$ cat config.mk
export PLATFORM = sky130hd
export DESIGN_NAME = cordic_iter_flat
export DESIGN_NICKNAME = d
export VERILOG_FILES = /design/src/rtl/cordic_pkg.sv /design/src/rtl/cordic_iter_if.sv /design/src/rtl/cordic_atan_rom.sv /design/src/rtl/cordic_iter.sv /design/src/flat_wrapper.sv
export SDC_FILE = /design/constraint.sdc
export NUM_CORES = 1
export LEC_CHECK = 0
export ABC_CLOCK_PERIOD_IN_PS = 11550
export CORE_UTILIZATION = 35
export CTS_CLUSTER_SIZE = 12
export DETAILED_ROUTE_END_ITERATION = 7
export PLACE_DENSITY = 0.52
export SKIP_LAST_GASP = 1
export SYNTH_ARGS = -nofsm -noshare
export SYNTH_HDL_FRONTEND = slang
export SYNTH_SLANG_ARGS = --single-unit
$ cat constraint.sdc
create_clock -name clk -period 11.55 [get_ports clk]
set_clock_uncertainty 0.15 [all_clocks]
set_input_delay 3.465 -clock clk [delete_from_list [all_inputs] [get_ports clk]]
set_output_delay 3.465 -clock clk [all_outputs]
set_load 0.01 [all_outputs]
$ cat src/rtl/cordic_pkg.sv
// Shared types and constants for the cordic_iter engine: FSM states, quadrant
// codes and the arctangent / gain-constant generators.
package cordic_pkg;

  typedef enum logic [1:0] {
    S_IDLE = 2'd0,
    S_ITER = 2'd1,
    S_GAIN = 2'd2,
    S_DONE = 2'd3
  } cordic_state_e;

  // Top two angle bits that trigger a +/- quarter-turn pre-rotation.
  localparam logic [1:0] QUAD_POS_HI = 2'b01;
  localparam logic [1:0] QUAD_NEG_HI = 2'b10;

  // atan(2^-i) with pi scaled to 2^31.
  function automatic logic [31:0] atan_ref(input int i);
    case (i)
      0:  return 32'd536870912;
      1:  return 32'd316933406;
      2:  return 32'd167458907;
      3:  return 32'd85004756;
      4:  return 32'd42667331;
      5:  return 32'd21354465;
      6:  return 32'd10679838;
      7:  return 32'd5340245;
      8:  return 32'd2670163;
      9:  return 32'd1335087;
      10: return 32'd667544;
      11: return 32'd333772;
      12: return 32'd166886;
      13: return 32'd83443;
      14: return 32'd41722;
      15: return 32'd20861;
      16: return 32'd10430;
      17: return 32'd5215;
      18: return 32'd2608;
      19: return 32'd1304;
      20: return 32'd652;
      21: return 32'd326;
      22: return 32'd163;
      23: return 32'd81;
      24: return 32'd41;
      25: return 32'd20;
      26: return 32'd10;
      27: return 32'd5;
      28: return 32'd3;
      29: return 32'd1;
      30: return 32'd1;
      default: return 32'd0;
    endcase
  endfunction

  // Product of 1/sqrt(1+2^-2i) for i=0..n-1, scaled to 2^31.
  function automatic logic [31:0] gain_ref(input int n);
    case (n)
      1:  return 32'd1518500250;
      2:  return 32'd1358187913;
      3:  return 32'd1317635818;
      4:  return 32'd1307460870;
      5:  return 32'd1304914692;
      6:  return 32'd1304277993;
      7:  return 32'd1304118809;
      8:  return 32'd1304079012;
      9:  return 32'd1304069063;
      10: return 32'd1304066576;
      11: return 32'd1304065954;
      12: return 32'd1304065798;
      13: return 32'd1304065759;
      14: return 32'd1304065750;
      15: return 32'd1304065747;
      default: return 32'd1304065746;
    endcase
  endfunction

  // Rescale a 2^31-based constant to 2^(iw-1), rounding to nearest.
  function automatic logic [31:0] scale_round(input logic [31:0] v, input int iw);
    int          s;
    logic [32:0] t;
    s = 32 - iw;
    if (s <= 0) return v;
    t = {1'b0, v} + (33'd1 << (s - 1));
    return 32'(t >> s);
  endfunction

  function automatic logic [31:0] cordic_atan(input int iw, input int i);
    return scale_round(atan_ref(i), iw);
  endfunction

  function automatic logic [31:0] cordic_gain(input int iw, input int n);
    return scale_round(gain_ref(n), iw);
  endfunction

endpackage

$ cat src/rtl/cordic_iter_if.sv
// Operand/result bus of cordic_iter. Both sides are valid/ready: a transfer
// happens on the rising edge where valid & ready are 1; valid never waits on ready.
interface cordic_iter_if #(parameter int W = 16);
  logic         in_valid;
  logic         in_ready;
  logic [W-1:0] x_in;
  logic [W-1:0] y_in;
  logic [W-1:0] z_in;
  logic         out_valid;
  logic         out_ready;
  logic [W-1:0] x_out;
  logic [W-1:0] y_out;
  logic [W-1:0] z_out;

  modport slave (
    input  in_valid, x_in, y_in, z_in, out_ready,
    output in_ready, out_valid, x_out, y_out, z_out
  );

  modport master (
    output in_valid, x_in, y_in, z_in, out_ready,
    input  in_ready, out_valid, x_out, y_out, z_out
  );
endinterface

$ cat src/rtl/cordic_atan_rom.sv
// Constant arctangent table for the CORDIC micro-rotations: atan(2^-i) with
// pi mapped to 2^(IW-1).
module cordic_atan_rom
  import cordic_pkg::*;
#(
  parameter int IW = 18,
  parameter int N  = 14,
  parameter int CW = (N > 1) ? $clog2(N) : 1
) (
  input  logic [CW-1:0] i_i,
  output logic [IW-1:0] atan_o
);

  logic [IW-1:0] rom [2**CW];

  for (genvar k = 0; k < 2**CW; k++) begin : g_rom
    assign rom[k] = (k < N) ? IW'(cordic_atan(IW, k)) : '0;
  end

  assign atan_o = rom[i_i];

endmodule

$ cat src/rtl/cordic_iter.sv
// Iterative CORDIC rotation engine, one micro-rotation per clock with quadrant
// pre-rotation. Define CORDIC_GAIN_COMP_EN to add a unit-gain scaling step.
module cordic_iter
  import cordic_pkg::*;
#(
  parameter int W = 16,
  parameter int G = 2,
  parameter int N = 14
) (
  input  logic          clk,
  input  logic          rst,
  cordic_iter_if.slave  bus,
  output cordic_state_e state_o
);

  localparam int IW = W + G;
  localparam int CW = (N > 1) ? $clog2(N) : 1;
  localparam logic [CW-1:0] I_LAST = CW'(N - 1);
  localparam logic signed [IW-1:0] QUARTER = {2'b01, {(IW-2){1'b0}}};

  cordic_state_e         state_q;
  logic [CW-1:0]         i_q;
  logic signed [IW-1:0]  x_q, y_q, z_q;
  logic                  in_ready_q;
  logic                  out_valid_q;

  logic [IW-1:0]         atan_w;
  logic signed [IW-1:0]  x_ext, y_ext, z_ext;
  logic signed [IW-1:0]  x_cap_d, y_cap_d, z_cap_d;
  logic signed [IW-1:0]  x_rot_d, y_rot_d, z_rot_d;

  cordic_atan_rom #(.IW(IW), .N(N), .CW(CW)) u_rom (
    .i_i    (i_q),
    .atan_o (atan_w)
  );

  // Capture path: left-align into IW bits and fold the angle into [-pi/2, pi/2).
  always_comb begin
    x_ext   = IW'($signed(bus.x_in)) <<< G;
    y_ext   = IW'($signed(bus.y_in)) <<< G;
    z_ext   = IW'($signed(bus.z_in)) <<< G;
    x_cap_d = x_ext;
    y_cap_d = y_ext;
    z_cap_d = z_ext;
    if (bus.z_in[W-1:W-2] == QUAD_POS_HI) begin
      x_cap_d = -y_ext;
      y_cap_d = x_ext;
      z_cap_d = z_ext - QUARTER;
    end else if (bus.z_in[W-1:W-2] == QUAD_NEG_HI) begin
      x_cap_d = y_ext;
      y_cap_d = -x_ext;
      z_cap_d = z_ext + QUARTER;
    end
  end

  always_comb begin
    if (!z_q[IW-1]) begin
      x_rot_d = x_q - (y_q >>> i_q);
      y_rot_d = y_q + (x_q >>> i_q);
      z_rot_d = z_q - atan_w;
    end else begin
      x_rot_d = x_q + (y_q >>> i_q);
      y_rot_d = y_q - (x_q >>> i_q);
      z_rot_d = z_q + atan_w;
    end
  end

`ifdef CORDIC_GAIN_COMP_EN
  localparam logic signed [IW-1:0] K_GAIN = IW'(cordic_gain(IW, N));

  logic signed [2*IW-1:0] x_prod, y_prod;
  logic signed [IW-1:0]   x_gain_d, y_gain_d;

  // K is a Q(IW-1) fraction, so the product is realigned by IW-1 bits.
  always_comb begin
    x_prod   = x_q * K_GAIN;
    y_prod   = y_q * K_GAIN;
    x_gain_d = IW'(x_prod >>> (IW - 1));
    y_gain_d = IW'(y_prod >>> (IW - 1));
  end
`endif

  always_ff @(posedge clk) begin
    if (rst) begin
      state_q     <= S_IDLE;
      i_q         <= '0;
      x_q         <= '0;
      y_q         <= '0;
      z_q         <= '0;
      in_ready_q  <= 1'b1;
      out_valid_q <= 1'b0;
    end else begin
      case (state_q)
        S_IDLE: begin
          if (bus.in_valid) begin
            x_q        <= x_cap_d;
            y_q        <= y_cap_d;
            z_q        <= z_cap_d;
            i_q        <= '0;
            in_ready_q <= 1'b0;
            state_q    <= S_ITER;
          end
        end
        S_ITER: begin
          x_q <= x_rot_d;
          y_q <= y_rot_d;
          z_q <= z_rot_d;
          if (i_q == I_LAST) begin
            i_q <= '0;
`ifdef CORDIC_GAIN_COMP_EN
            state_q <= S_GAIN;
`else
            state_q     <= S_DONE;
            out_valid_q <= 1'b1;
`endif
          end else begin
            i_q <= i_q + 1'b1;
          end
        end
`ifdef CORDIC_GAIN_COMP_EN
        S_GAIN: begin
          x_q         <= x_gain_d;
          y_q         <= y_gain_d;
          state_q     <= S_DONE;
          out_valid_q <= 1'b1;
        end
`endif
        S_DONE: begin
          if (bus.out_ready) begin
            out_valid_q <= 1'b0;
            in_ready_q  <= 1'b1;
            state_q     <= S_IDLE;
          end
        end
        default: begin
          state_q     <= S_IDLE;
          in_ready_q  <= 1'b1;
          out_valid_q <= 1'b0;
        end
      endcase
    end
  end

  assign bus.in_ready  = in_ready_q;
  assign bus.out_valid = out_valid_q;
  assign bus.x_out     = x_q[IW-1:G];
  assign bus.y_out     = y_q[IW-1:G];
  assign bus.z_out     = z_q[IW-1:G];
  assign state_o       = state_q;

endmodule

$ cat src/flat_wrapper.sv
// flat-port wrapper written by rule: the top's interface ports become plain ports
module cordic_iter_flat import cordic_pkg::*;
#(
  parameter int W = 16,
  parameter int G = 2,
  parameter int N = 14
)
  (clk, rst, state_o, bus_in_valid, bus_x_in, bus_y_in, bus_z_in, bus_out_ready, bus_in_ready, bus_out_valid, bus_x_out, bus_y_out, bus_z_out);
  cordic_iter_if #(.W(W)) bus_i ();
  input  logic clk;
  input  logic rst;
  output cordic_state_e state_o;
  input wire logic [$bits(bus_i.in_valid)-1:0] bus_in_valid;
  input wire logic [$bits(bus_i.x_in)-1:0] bus_x_in;
  input wire logic [$bits(bus_i.y_in)-1:0] bus_y_in;
  input wire logic [$bits(bus_i.z_in)-1:0] bus_z_in;
  input wire logic [$bits(bus_i.out_ready)-1:0] bus_out_ready;
  output wire logic [$bits(bus_i.in_ready)-1:0] bus_in_ready;
  output wire logic [$bits(bus_i.out_valid)-1:0] bus_out_valid;
  output wire logic [$bits(bus_i.x_out)-1:0] bus_x_out;
  output wire logic [$bits(bus_i.y_out)-1:0] bus_y_out;
  output wire logic [$bits(bus_i.z_out)-1:0] bus_z_out;
  assign bus_i.in_valid = bus_in_valid;
  assign bus_i.x_in = bus_x_in;
  assign bus_i.y_in = bus_y_in;
  assign bus_i.z_in = bus_z_in;
  assign bus_i.out_ready = bus_out_ready;
  assign bus_in_ready = bus_i.in_ready;
  assign bus_out_valid = bus_i.out_valid;
  assign bus_x_out = bus_i.x_out;
  assign bus_y_out = bus_i.y_out;
  assign bus_z_out = bus_i.z_out;
  cordic_iter #(.W(W), .G(G), .N(N)) u_core (.clk(clk), .rst(rst), .bus(bus_i), .state_o(state_o));
endmodule
==> flow_summary.yaml, run 1 <==
floorplanning:
  rows: 61
  ios: 104
  die_area_um2: 28800
  die_w_um: 170
  coreArea_um2: 27700
  start_util_pct: 35.6
  die_y_um: 170
synthesis:
  ys.flop_type: "dfxtp_1"
  syn-num-nets: 1396
  ys_ff_latch: 62
  ys_seq_area_share_pct: 12.6
  avgSynthCellArea_um2: 7.73
  synth_edf_count: 0
  synthArstFlopShare_pct: 0
  yosys_warnings: 0
  synthCells: 1275
  netlist_area_um2: 9850
  synth_cell_types: 81
power_and_ir_drop:
  leakage_uw: 0.00421
  switching_share_pct: 48.2
  ir_drop_v: 0.0000960
  comb_power_share_pct: 65.8
  power_switching_uw: 903
  p_seq_share_pct: 18.9
  clockPowerShare_pct: 15.2
  power.density_nw_per_um2: 173
  p_int_uw: 972
timing:
  maxSlewViolCount: 0
  finalCriticalPeriod_ps: 6500
  finalCritPeriodShare_pct: 56.3
  relSlewSlack_pct: 36.2
  setup_violations: 0
  fin_ws_ps: 5050
  grt_setup_unrepaired: "no"
  finalHoldViolCount: 0
  fmax_ghz: 0.154
  fin_setup_tns_ps: 0
  tightest_slew_ps: 953
detailed_routing:
  wl_per_cell_um: 19.9
  vias_per_cell: 5.73
  drtIter0Drc: 863
  vias: 9472
  routed_wirelength_mm: 32.9
  drc_errors: 2
  antenna_left: 0
  dr.pass1.iters: 7
clock_network:
  clock_latency_ps: 350
  post_cts_buffers: 0
  cts_made_buffers: 9
  clock_sinks: 62
  holdBufCountCts: 0
  htreeDepth: 3
  clk_pin_slew_ps: 70
  cts_tree: "done"
  cts-root-buf: "clkbuf_16"
  cts_buffer_depth: 2
  postCtsResizedCells: 0
setup_path:
  cp_max_fo: 8
  cp-end-kind: "flip-flop"
  crit_arrival_ps: 6590
  start_kind: "input pin"
  crit_type: "input pin to flip-flop"
  cp.required_ps: 11640
  regToRegSetupSlack_ps: 5660
global_route:
  gr-total-overflow: 0
  antenna_found_initial: 0
  grt_pass1_wl_mm: 50.8
  grtUsageTotal_pct: 22.9
  grt_pass1_vias: 8668
  grt_max_degree: 68
run_status:
  violations: "DRC"
  outcome: "finished, violations left"
finish:
  drive_gt1_share_pct: 7.14
  regArea_um2: 1240
  fin_nets: 1391
  area_growth_pct: 10.1
  fillers: 2944
  multi_input_area_um2: 7510
  final_core_util_pct: 39.1
  insertedDiodeCount: 0
  design_area_um2: 10800
place:
  place_ws_ps: 4710
  gp_congestion: 0.902
  place_area_um2: 10600
  port_buffers: 103
  hpwl_mm: 24.5
run:
  cap_violations: 0
min_path:
  hp-class: "flip-flop to flip-flop"
-- routing by layer --
metal	track usage (%)	share of wire (%)
met3	2.36	4.4
met4	6.19	1.7
met1	33.8	50
met2	35.0	44
met5	0	0
-- flip-flops by register name, indices dropped and copies added, names as in the netlist --
register	flops
u_core.state_o	2
u_core.bus.in_ready	1
u_core.x_q	18
u_core.z_q	18
u_core.bus.out_valid	1
u_core.i_q	4
u_core.y_q	18
-- critical path, stage by stage --
cell             delay (ps)
clkdlybuf4s50_1         510
inv_1                   100
ha_1                    200
or3b_2                  490
or3_1                   340
nor3_1                  640
a21oi_1                 150
nor2_1                  110
a211oi_1                 60
a21oi_1                 140
o22ai_1                  90
a211o_1                 290
-- final timing paths --
check / cells after the start / startpoint / end
setup / recovery: 12 / bus_x_in[0] / u_core.y_q[10]$_SDFFE_PP0P_
hold / removal: 2 / u_core.z_q[6]$_SDFFE_PP0P_ / u_core.z_q[6]$_SDFFE_PP0P_
hold reg to reg: 2 / u_core.z_q[6]$_SDFFE_PP0P_ / u_core.z_q[6]$_SDFFE_PP0P_
setup reg to reg: 22 / u_core.i_q[1]$_SDFFE_PP0P_ / u_core.z_q[17]$_SDFFE_PP0P_
-- cells in the mapped netlist, types with 19 or more instances --
cell type | count | area (um2)
nor3_1 | 38 | 190
mux2i_1 | 42 | 420
nand2b_1 | 19 | 119
a21oi_1 | 102 | 510
xnor2_1 | 50 | 438
buf_4 | 49 | 368
clkbuf_1 | 52 | 195
nor2_1 | 146 | 548
dfxtp_1 | 62 | 1240
inv_1 | 45 | 169
o21ai_0 | 68 | 340
ha_1 | 66 | 826
a211oi_1 | 26 | 195
mux4_2 | 22 | 495
nand2_1 | 115 | 432
xor2_1 | 37 | 324
a31oi_1 | 33 | 206
-- placed cells by master, fill, tap and decap left out, drive strengths merged, types with 42 or more instances in the layout --
cell | Yosys | layout
xnor2 | 50 | 50
ha | 66 | 66
clkdlybuf4s50 | 0 | 102
mux2i | 42 | 42
o21ai | 69 | 69
inv | 46 | 46
nor2 | 146 | 146
nand2 | 115 | 115
a21oi | 102 | 102
dfxtp | 62 | 62
-- power by group through the flow --
stage / registers (uW) / clock network (uW) / logic, uW
2_1_floorplan: 298 / 0 / 954
3_3_place_gp: 355 / 0 / 1210
3_5_place_dp: 356 / 0 / 1220
4_1_cts: 351 / 293 / 1230
5_1_grt: 360 / 300 / 1360
6_report: 355 / 285 / 1230
-- metrics by stage --
stage	power, uW	hold WS, ps	cells
5_1_grt	2020	392	1653
2_1_floorplan	1250	319	1275
3_3_place_gp	1570	335	1637
4_1_cts	1870	360	1653
3_5_place_dp	1570	343	1637
6_report	1880	357	1653
-- kinds of logic (layout without fill, tap and decap cells) --
kind of cell | after synthesis | count (layout) | share of synthesized area, %
DFF | 62 | 62 | 12.6
and+or+nand+nor | 410 | 410 | 19.3
AOI/OAI and AO/OA | 370 | 370 | 24.4
muxes | 94 | 94 | 15.5
adders and majority gates | 69 | 69 | 8.99
xor gates and xnor gates | 88 | 88 | 7.96
buffers and inverters | 182 | 182 | 11.3
-- area by class of cell --
cell class | instances | area share [%]
clock buffers | 10 | 2.11
clock inverters | 6 | 0.577
inverters | 48 | 1.68
multi-input cells | 1031 | 69.3
flip-flops and latches | 62 | 11.5
well taps | 378 | 4.36
repair buffers | 118 | 10.5
(Power assumes the default switching activity.)
==> inputs of run 2 (changes only) <==
Settings changed: ABC_CLOCK_PERIOD_IN_PS 11550 to 6500.
Clock period 11.55 ns to 6.5 ns, I/O delays scaled along.
==> flow_summary.yaml, run 2 (same netlist as run 1, synthesis figures left out) <==
detailed_routing:
  routed_wirelength_mm: 32.9
  wl_per_cell_um: 19.9
  drtIter0Drc: 909
  dr.pass1.iters: 7
  vias_per_cell: 5.77
  drc_errors: 2
  vias: 9562
  antenna_left: 0
timing:
  setup_violations: 0
  fmax_ghz: 0.180
  fin_ws_ps: 947
  tightest_slew_ps: 922
  finalCriticalPeriod_ps: 5550
  finalCritPeriodShare_pct: 85.4
  maxSlewViolCount: 0
  grt_setup_unrepaired: "no"
  fin_setup_tns_ps: 0
  relSlewSlack_pct: 38.6
  finalHoldViolCount: 0
clock_network:
  clk_pin_slew_ps: 70
  postCtsResizedCells: 0
  cts_buffer_depth: 2
  cts-root-buf: "clkbuf_16"
  post_cts_buffers: 0
  clock_latency_ps: 350
  cts_made_buffers: 9
  holdBufCountCts: 0
  clock_sinks: 62
  htreeDepth: 3
  cts_tree: "done"
setup_path:
  cp.required_ps: 6550
  cp-end-kind: "flip-flop"
  crit_type: "flip-flop to flip-flop"
  cp_max_fo: 32
  worstPathCellList: "mux2i_1 -> mux4_1 -> o21ai_0 -> inv_1 -> ha_1 -> and3_1 -> a31oi_1 -> xor2_1 -> ha_1 -> a21o_1 -> nand2b_1 -> o221ai_1 -> a21oi_1 -> a41oi_1 -> nor2b_1 -> xor2_1 -> a211oi_1"
  start_kind: "flip-flop"
  crit_path_max_incr_delay_ps: 770
  regToRegSetupSlack_ps: 950
  worst_r2r_path_depth: 17
  reg2reg_from: "u_core.i_q[1]$_SDFFE_PP0P_"
  r2r_end: "u_core.x_q[15]$_SDFFE_PP0P_"
  slowest_stage: "dfxtp_2"
  crit_arrival_ps: 5610
power_and_ir_drop:
  switching_share_pct: 47.2
  leakage_uw: 0.00426
  clockPowerShare_pct: 17.0
  power_switching_uw: 1580
  p_seq_share_pct: 18.9
  ir_drop_v: 0.000160
  p_int_uw: 1780
  comb_power_share_pct: 64.1
  power.density_nw_per_um2: 308
global_route:
  grt_pass1_vias: 8669
  gr-total-overflow: 0
  grt_max_degree: 52
  grt_pass1_wl_mm: 50.8
  antenna_found_initial: 0
  grtUsageTotal_pct: 22.9
run_status:
  violations: "DRC"
  outcome: "finished, violations left"
finish:
  final_cell_mix: "nor2_1, nand2_1, a21oi_1, clkdlybuf4s50_1, o21ai_0"
  insertedDiodeCount: 0
  area_growth_pct: 10.9
  multi_input_area_um2: 7510
  drive_gt1_share_pct: 7.58
  fillers: 2839
  top_regs: "u_core.x_q: 18 flops, u_core.y_q: 18 flops, u_core.z_q: 18 flops"
  final_cells: 1658
  fin_nets: 1396
  final_common_cell: "nor2_1"
  regArea_um2: 1240
run:
  cap_violations: 0
place:
  gp_congestion: 0.876
  place_ws_ps: 1040
  hpwl_mm: 24.9
  port_buffers: 103
  dp_cells: 1642
floorplanning:
  die_y_um: 170
  start_util_pct: 35.6
  die_w_um: 170
  rows: 61
  die_area_um2: 28800
  ios: 104
  coreArea_um2: 27700
min_path:
  hold_depth: 2
  min-delay-start: "u_core.z_q[11]$_SDFFE_PP0P_"
  hp-class: "flip-flop to flip-flop"
  hold_path_end: "u_core.z_q[11]$_SDFFE_PP0P_"
run 2: layout make-up:
class                   instances  share of cell area [%]
repair buffers                123                    10.8
clock inverters                 7                   0.974
multi-input cells            1031                    68.8
clock buffers                   9                    2.06
well taps                     378                    4.33
inverters                      48                    1.67
flip-flops and latches         62                    11.4
run 2: through the flow:
| step | util, % | total power, uW | instance area (um2) | hold slack [ps] |
|---|---|---|---|---|
| 2_1_floorplan | - | 2220 | 9850 | 319 |
| 3_5_place_dp | 38.2 | 2760 | 10600 | 345 |
| 5_1_grt | 39.4 | 3600 | 10900 | 394 |
| 3_3_place_gp | 38.2 | 2760 | 10600 | 339 |
| 6_report | 39.4 | 3360 | 10900 | 361 |
| 4_1_cts | 39.4 | 3350 | 10900 | 364 |
run 2: power by group through the flow:
stage          combinational (uW)  sequential (uW)  clock [uW]
3_5_place_dp                 2120              638           0
3_3_place_gp                 2120              641           0
2_1_floorplan                1690              530           0
5_1_grt                      2360              646         594
6_report                     2150              634         571
4_1_cts                      2140              629         582
run 2: how the worst max path moves through the flow:
stage	start	endpoint	slack [ps]	depth (start not counted)
2_1_floorplan	u_core.i_q[1]$_SDFFE_PP0P_	u_core.z_q[17]$_SDFFE_PP0P_	1420	27
3_3_place_gp	u_core.i_q[1]$_SDFFE_PP0P_	u_core.x_q[15]$_SDFFE_PP0P_	1020	17
3_5_place_dp	bus_x_in[1]	u_core.y_q[10]$_SDFFE_PP0P_	1040	12
4_1_cts	u_core.i_q[0]$_SDFFE_PP0P_	u_core.z_q[17]$_SDFFE_PP0P_	1000	21
5_1_grt	u_core.i_q[1]$_SDFFE_PP0P_	u_core.z_q[17]$_SDFFE_PP0P_	410	21
6_report	u_core.i_q[1]$_SDFFE_PP0P_	u_core.x_q[15]$_SDFFE_PP0P_	950	17
run 2: per-layer routing:
metal  global-route usage (%)  wire length (um)
met1                     33.6             16400
met2                     35.4             14400
met3                     2.19              1580
met4                     6.03               506
met5                        0                 0
run 2: worst max-delay path: cells and delay by family, from the launching register on:
family | cells | cell delay [ps]
mux | 2 | 770
fa+ha+maj | 2 | 530
compound gates | 7 | 1840
simple gates | 3 | 570
xor+xnor | 2 | 630
flops | 1 | 770
buf+inv | 1 | 120
==> inputs of run 3 (changes only) <==
Settings changed: HOLD_SLACK_MARGIN set to 0.05, MAX_ROUTING_LAYER set to met4.
==> flow_summary.yaml, run 3 (same netlist as run 1, synthesis figures left out) <==
run_status:
  outcome: "finished, violations left"
  violations: "DRC"
floorplanning:
  coreArea_um2: 27700
  start_util_pct: 35.6
  die_area_um2: 28800
  die_w_um: 170
  ios: 104
  rows: 61
  die_y_um: 170
timing:
  grt_setup_unrepaired: "no"
  fin_hold_ws_ps: 360
  setup_violations: 0
  fmax_ghz: 0.180
  finalCriticalPeriod_ps: 5550
  finalCritPeriodShare_pct: 85.3
  tightest_slew_ps: 910
  maxSlewViolCount: 0
  relSlewSlack_pct: 39.3
  fin_setup_tns_ps: 0
  finalHoldViolCount: 0
setup_path:
  crit_arrival_ps: 5670
  worst_r2r_path_depth: 21
  cp-end-kind: "flip-flop"
  r2r_end: "u_core.z_q[17]$_SDFFE_PP0P_"
  slowest_stage: "dfxtp_2"
  start_kind: "flip-flop"
  cp_max_fo: 30
  regToRegSetupSlack_ps: 950
  crit_type: "flip-flop to flip-flop"
  cp.required_ps: 6620
  reg2reg_from: "u_core.i_q[0]$_SDFFE_PP0P_"
  crit_path_max_incr_delay_ps: 760
  worstPathCellList: "inv_4 -> ha_1 -> mux2i_1 -> nor2_1 -> a31oi_1 -> ha_1 -> nand3_1 -> nor2_1 -> and2_1 -> nor2_1 -> xor2_1 -> ha_1 -> a21o_1 -> a21o_1 -> a21oi_1 -> a2bb2oi_1 -> o31ai_1 -> o41ai_1 -> o21ai_0 -> xor2_1 -> a211oi_1"
clock_network:
  clock_latency_ps: 350
  cts-root-buf: "clkbuf_16"
  htreeDepth: 3
  holdBufCountCts: 0
  cts_made_buffers: 9
  clock_sinks: 62
  cts_tree: "done"
  postCtsResizedCells: 0
  clk_pin_slew_ps: 70
  post_cts_buffers: 0
  cts_buffer_depth: 2
finish:
  final_core_util_pct: 39.4
  final_common_cell: "nor2_1"
  final_cells: 1658
  final_cell_mix: "nor2_1, nand2_1, a21oi_1, clkdlybuf4s50_1, o21ai_0"
  top_regs: "u_core.x_q: 18 flops, u_core.y_q: 18 flops, u_core.z_q: 18 flops"
  regArea_um2: 1240
  drive_gt1_share_pct: 7.58
  fillers: 2839
  multi_input_area_um2: 7510
  area_growth_pct: 10.9
  fin_nets: 1396
  insertedDiodeCount: 0
detailed_routing:
  routed_wirelength_mm: 32.8
  vias: 9559
  wl_met3_mm: 1.73
  wl_per_cell_um: 19.8
  dr.pass1.iters: 7
  drc_errors: 2
  antenna_left: 0
  vias_per_cell: 5.77
  drtIter0Drc: 810
  met2_length_mm: 14.4
  met1_length_mm: 16.1
  highest_layer: "met4"
power_and_ir_drop:
  power_uw: 3360
  ir_drop_v: 0.000161
  power.density_nw_per_um2: 307
  leakage_uw: 0.00426
global_route:
  antenna_found_initial: 0
  gr-total-overflow: 0
  grt_pass1_wl_mm: 50.8
  grtUsageTotal_pct: 23.5
  grt_pass1_vias: 8670
  grt_max_degree: 52
place:
  dp_cells: 1642
  hpwl_mm: 24.9
  gp_congestion: 0.890
  port_buffers: 103
min_path:
  hp-class: "flip-flop to flip-flop"
  min-delay-start: "u_core.z_q[6]$_SDFFE_PP0P_"
  hold_depth: 2
  hold_path_end: "u_core.z_q[6]$_SDFFE_PP0P_"
run:
  cap_violations: 0
-- run 3: cell counts in the layout (fill, tap and decap cells not counted) --
Identical to the previous run, type by type.
-- run 3: worst max path at each step --
stage / startpoint / cells after the start / slack (ps) / end
2_1_floorplan: u_core.i_q[1]$_SDFFE_PP0P_ / 27 / 1420 / u_core.z_q[17]$_SDFFE_PP0P_
3_3_place_gp: u_core.i_q[1]$_SDFFE_PP0P_ / 17 / 1020 / u_core.x_q[15]$_SDFFE_PP0P_
3_5_place_dp: bus_x_in[1] / 12 / 1040 / u_core.y_q[10]$_SDFFE_PP0P_
4_1_cts: u_core.i_q[0]$_SDFFE_PP0P_ / 21 / 1000 / u_core.z_q[17]$_SDFFE_PP0P_
5_1_grt: u_core.i_q[1]$_SDFFE_PP0P_ / 21 / 410 / u_core.z_q[17]$_SDFFE_PP0P_
6_report: u_core.i_q[0]$_SDFFE_PP0P_ / 21 / 950 / u_core.z_q[17]$_SDFFE_PP0P_
-- run 3: power by group --
part	internal, uW	switching (uW)	total [uW]
Combinational	985	1160	2150
Sequential	447	188	635
Clock	343	229	572
-- run 3: layout make-up --
class                   count  share of cell area, %
inverters                  48                   1.67
flip-flops and latches     62                   11.4
multi-input cells        1031                   68.8
well taps                 378                   4.33
clock inverters             7                  0.974
repair buffers            123                   10.8
clock buffers               9                   2.06
-- run 3: worst max-delay path: cells and delay by family, from the launching register on --
family | cells | cell delay (ps)
buffers and inverters | 1 | 200
DFF | 1 | 760
adders and majority gates | 3 | 940
AOI/OAI and AO/OA | 9 | 2160
muxes | 1 | 160
xor gates and xnor gates | 2 | 490
and+or+nand+nor | 5 | 610
-- run 3: per-stage QoR --
stage,setup WS (ps),cell area [um2]
after detailed placement,1040,10600
after CTS,1000,10900
after floorplan,1420,9850
final,954,10900
after global routing,406,10900
after global placement,1020,10600
-- run 3: layer usage --
metal	up-vias	global-route usage, %
met2	315	35.5
met1	4568	33.5
met5	-	-
li1	4645	-
met4	0	6.03
met3	31	2.10
==> edit 1: new RTL, config.mk and constraints of run 1 <==
Build with the macro `CORDIC_GAIN_COMP_EN` defined.
--- a/src/rtl/cordic_iter.sv
+++ b/src/rtl/cordic_iter.sv
@@ -2,2 +2,4 @@
 // pre-rotation. Define CORDIC_GAIN_COMP_EN to add a unit-gain scaling step.
+`define CORDIC_GAIN_COMP_EN
+
 module cordic_iter
Check against the original RTL: no difference found for any inputs over 4 cycles, from zero or initial values and one cycle with rst high; that may be too few to reach the edited logic, so the function may still have changed.
==> edit 1 against run 1 <==
Die area up 120%. Maximum frequency down 9.0%. Non-clock buffer count up 20. Area after synthesis up 120%. Sequential cell count unchanged. Wire length up 100%. Worst hold slack worse by 12 ps. Register-to-register slack worse by 1300 ps. Final area up 120%. Setup slack worse by 640 ps. Largest cell class unchanged.
Power is not shown: default switching activity piles up to over one toggle a cycle in this logic, so the estimate is an artifact.
==> edit 1: results (changes against run 1) <==
| Metric | Value |
|---|---|
| Post-DP HPWL | `54100 um (was 24500 um)` |
| Hold Startpoint | `u_core.bus.out_valid (was u_core.z_q[6])` |
| Hold worst-path end | `u_core.bus.out_valid (was u_core.z_q[6])` |
| Worst-Margin Slew | `1120 ps (was 953 ps)` |
| Max FO, Critical Path | `15 (was 8)` |
| Global-route track usage on met2 | `35.8% (was 35.0%)` |
| DRT iter0 DRCs | `1343 (was 863)` |
| Crit path max-delay cell type | `a2111oi_0 (was nor3_1)` |
| Synth cell types | `83 (was 81)` |
| Post-Place Setup Slack | `4330 ps (was 4710 ps)` |
| DR WL/cell | `19.8 um (was 19.9 um)` |
| Routed Wire Length | `67000 um (was 32900 um)` |
| Metal2 WL | `30900 um (was 14500 um)` |
| Status | `completed (was complete, but fails checks)` |
| Adder-cell share of the synthesized area | `45.4% (was 8.99%)` |
| GRT Util Overall | `21.8% (was 22.9%)` |
| R2r startpoint | `u_core.x_q[11] (was u_core.i_q[1])` |
| Register area share after synthesis | `5.73% (was 12.6%)` |
| Layout cells sized above 1 | `4.89% (was 7.14%)` |
| Met3 wire length | `3680 um (was 1450 um)` |
| Crit path to | `u_core.x_q[15] (was u_core.y_q[10])` |
| Synth top area cells | `fa_1 25%, ha_1 20%, inv_1 9.3% (was dfxtp_1 13%, ha_1 8.4%, nor2_1 5.6%)` |
| Worst hold slack | `345 ps (was 357 ps)` |
| Slowest stage delay, CP | `980 ps (was 640 ps)` |
| Met1 usage | `30.5% (was 33.8%)` |
| Initial antenna violation count | `1 (was 0)` |
==> edit 1: cell types whose count changed in the layout (fill, tap and decap cells not counted), moves of 17 or more <==
cell,run 1,this run
xor2_1,37,57
a21o_1,7,25
o21ai_0,68,94
a21oi_1,102,145
inv_1,45,536
fa_1,3,272
a211oi_1,26,44
mux4_1,17,0
buf_4,15,35
ha_1,65,348
==> edit 1: worst register-to-register path, delay by kind of cell (launching register included) <==
| family | cells | cell delay [ps] |
|---|---|---|
| xor+xnor | 1 | 170 |
| simple gates | 4 | 550 |
| buf+inv | 4 | 230 |
| flops | 1 | 870 |
| fa+ha+maj | 7 | 3270 |
| compound gates | 5 | 1740 |
==> edit 1: final cells by class <==
type	instances	share of cell area [%]
clock inverter	6	0.164
timing repair buffer	138	5.44
sequential	62	5.26
inverter	539	8.54
multi-input combinational	1841	75.5
tap	782	4.13
clock buffer	10	0.967
==> edit 2: new RTL, settings of run 1 <==
Made on the original files. Make the reset (`rst`) asynchronous in one clocked block.
--- a/src/rtl/cordic_iter.sv
+++ b/src/rtl/cordic_iter.sv
@@ -82,3 +82,3 @@
 
-  always_ff @(posedge clk) begin
+  always_ff @(posedge clk or posedge rst) begin
     if (rst) begin
Behaviour: differs if rst is asserted again (counterexample within 4 cycles, from zero or initial values and one cycle with rst high); with rst held inactive, the same outputs for 4 cycles.
==> edit 2 against run 1 <==
Cell count decreased by 1.1%. Maximum frequency grew 8.2%. Wire length grew 1.4%. Final area grew 1.2%. Sequential share of layout area up 2.7 points. Non-clock buffer count is 1 lower. Sequential cell count unchanged. Setup slack improved by 500 ps. Area after synthesis down 1.3%. Largest cell class unchanged. Synthesized cell count down 1.8%.
Power is left out: the tool's default activity adds up to more than one toggle a clock period on the data nets, which glitch-free logic cannot reach.
==> edit 2: results (changes against run 1) <==
| Metric | Value |
|---|---|
| Synth top area cells | `dfrtp_1 16%, ha_1 8.5%, a21oi_1 6.1% (was dfxtp_1 13%, ha_1 8.4%, nor2_1 5.6%)` |
| Clk pin slew, worst setup/hold paths | `70 ps (about the same)` |
| Initial antenna violation count | `0 (unchanged)` |
| Status | `completed (was complete, but fails checks)` |
| Layout cells sized above 1 | `7.84% (was 7.14%)` |
| Commonest register cell after synthesis | `dfrtp_1 (was dfxtp_1)` |
| Later-pin clock latency in the skew report | `340 ps` |
| Syn Area/Cell | `7.76 sq um (was 7.73 sq um)` |
| Worst R2R Setup Slack | `5540 ps (was 5660 ps)` |
| DRT iter0 DRCs | `761 (was 863)` |
| Worst hold-check path type | `flip-flop to flip-flop (unchanged)` |
| Largest net degree at the start of global routing | `69 (was 68)` |
| Critical Path AT | `6050 ps (was 6590 ps)` |
| Largest registers | `u_core.x_q: 18 flops, u_core.y_q: 18 flops, u_core.z_q: 18 flops (unchanged)` |
| Final GP Congestion | `0.925 (was 0.902)` |
| GRT Util Overall | `23.9% (was 22.9%)` |
| Synth cell types | `80 (was 81)` |
| Asr flop ratio synth | `100% (was 0%)` |
| Post CTS Setup Buffer Count | `0 (unchanged)` |
| First-pass GRT wire length | `52700 um (was 50800 um)` |
| Cell Count Post-Placement | `1618 (was 1637)` |
| Max_slew headroom | `38.2% (was 36.2%)` |
| DR vias | `9560 (was 9472)` |
| Routed Wire Length | `33400 um (was 32900 um)` |
| DR WL/cell | `20.4 um (was 19.9 um)` |
| Vias in the first global route | `9132 (was 8668)` |
| Synth top cells by count | `118 x a21oi_1, 103 x nand2_1, 100 x nor2_1 (was 146 x nor2_1, 115 x nand2_1, 102 x a21oi_1)` |
| Net Count, Synth | `1373 (was 1396)` |
| Synth warn | `0 (unchanged)` |
| Post-DP HPWL | `24900 um (was 24500 um)` |
| Max FO, Critical Path | `68 (was 8)` |
| DRC | `0 (was 2)` |
| Max Buffers Root-to-Sink | `2 (unchanged)` |
| Register area share after synthesis | `16.0% (was 12.6%)` |
| Reg2Reg Depth | `19 (was 22)` |
| DRT Pass-1 Iters | `5 (was 7)` |
edit 2: layout make-up:
class,instances,area [sq um]
repair buffers,117,1140
fillers,2865,16100
clock buffers,10,239
multi-input cells,1023,7340
inverters,44,165
clock inverters,6,68.8
well taps,372,465
flip-flops and latches,62,1560
edit 2: final timing paths:
check / startpoint / endpoint
setup / recovery: u_core.i_q[0] / u_core.y_q[16]
hold / removal: u_core.bus.out_valid / u_core.bus.out_valid
setup reg to reg: u_core.i_q[0] / u_core.y_q[16]
hold reg to reg: u_core.bus.out_valid / u_core.bus.out_valid
max in group asynchronous: rst / u_core.i_q[2]
min in group asynchronous: rst / u_core.z_q[14]
edit 2: critical path, stage by stage, from the launching register on:
cell	delay [ps]
dfrtp_2	340
buf_4	700
mux2_2	420
mux2i_1	280
o211ai_1	190
a2111oi_0	700
and3_1	330
and3_1	240
nor2_1	70
xor2_1	180
ha_1	350
a21o_1	180
a21o_1	200
a21oi_1	140
inv_1	70
a2111o_1	390
a21oi_1	140
o21bai_1	90
xnor2_1	540
o31ai_1	120
edit 2: kinds of logic (layout without fill, tap and decap cells):
logic type      after synthesis  in the layout  share of synthesized area [%]
compound gates              401            401                           26.1
simple gates                364            364                           18.3
buf+inv                     167            177                           8.82
mux                          96             96                           13.4
xor+xnor                     93             93                           8.38
fa+ha+maj                    69             69                           9.11
flops                        62             62                           16.0
edit 2: routing by layer:
metal	part of all wire (%)	global-route usage, %	wire (um)	vias to the layer above
li1	-	-	-	4603
met1	49	34.8	16300	4630
met2	45	37.3	14900	299
met3	5.2	2.88	1740	28
met4	1.3	5.65	431	0
met5	0	0	0	-
edit 2: through the flow:
stage                     hold slack, ps  worst slack, ps  utilization, %
after detailed placement             363             5240            39.3
after CTS                            377             5550            40.5
after global routing                 403             5090            40.5
after floorplan                      329             5910               -
after global placement               348             5260            39.3
final                                369             5540            40.5
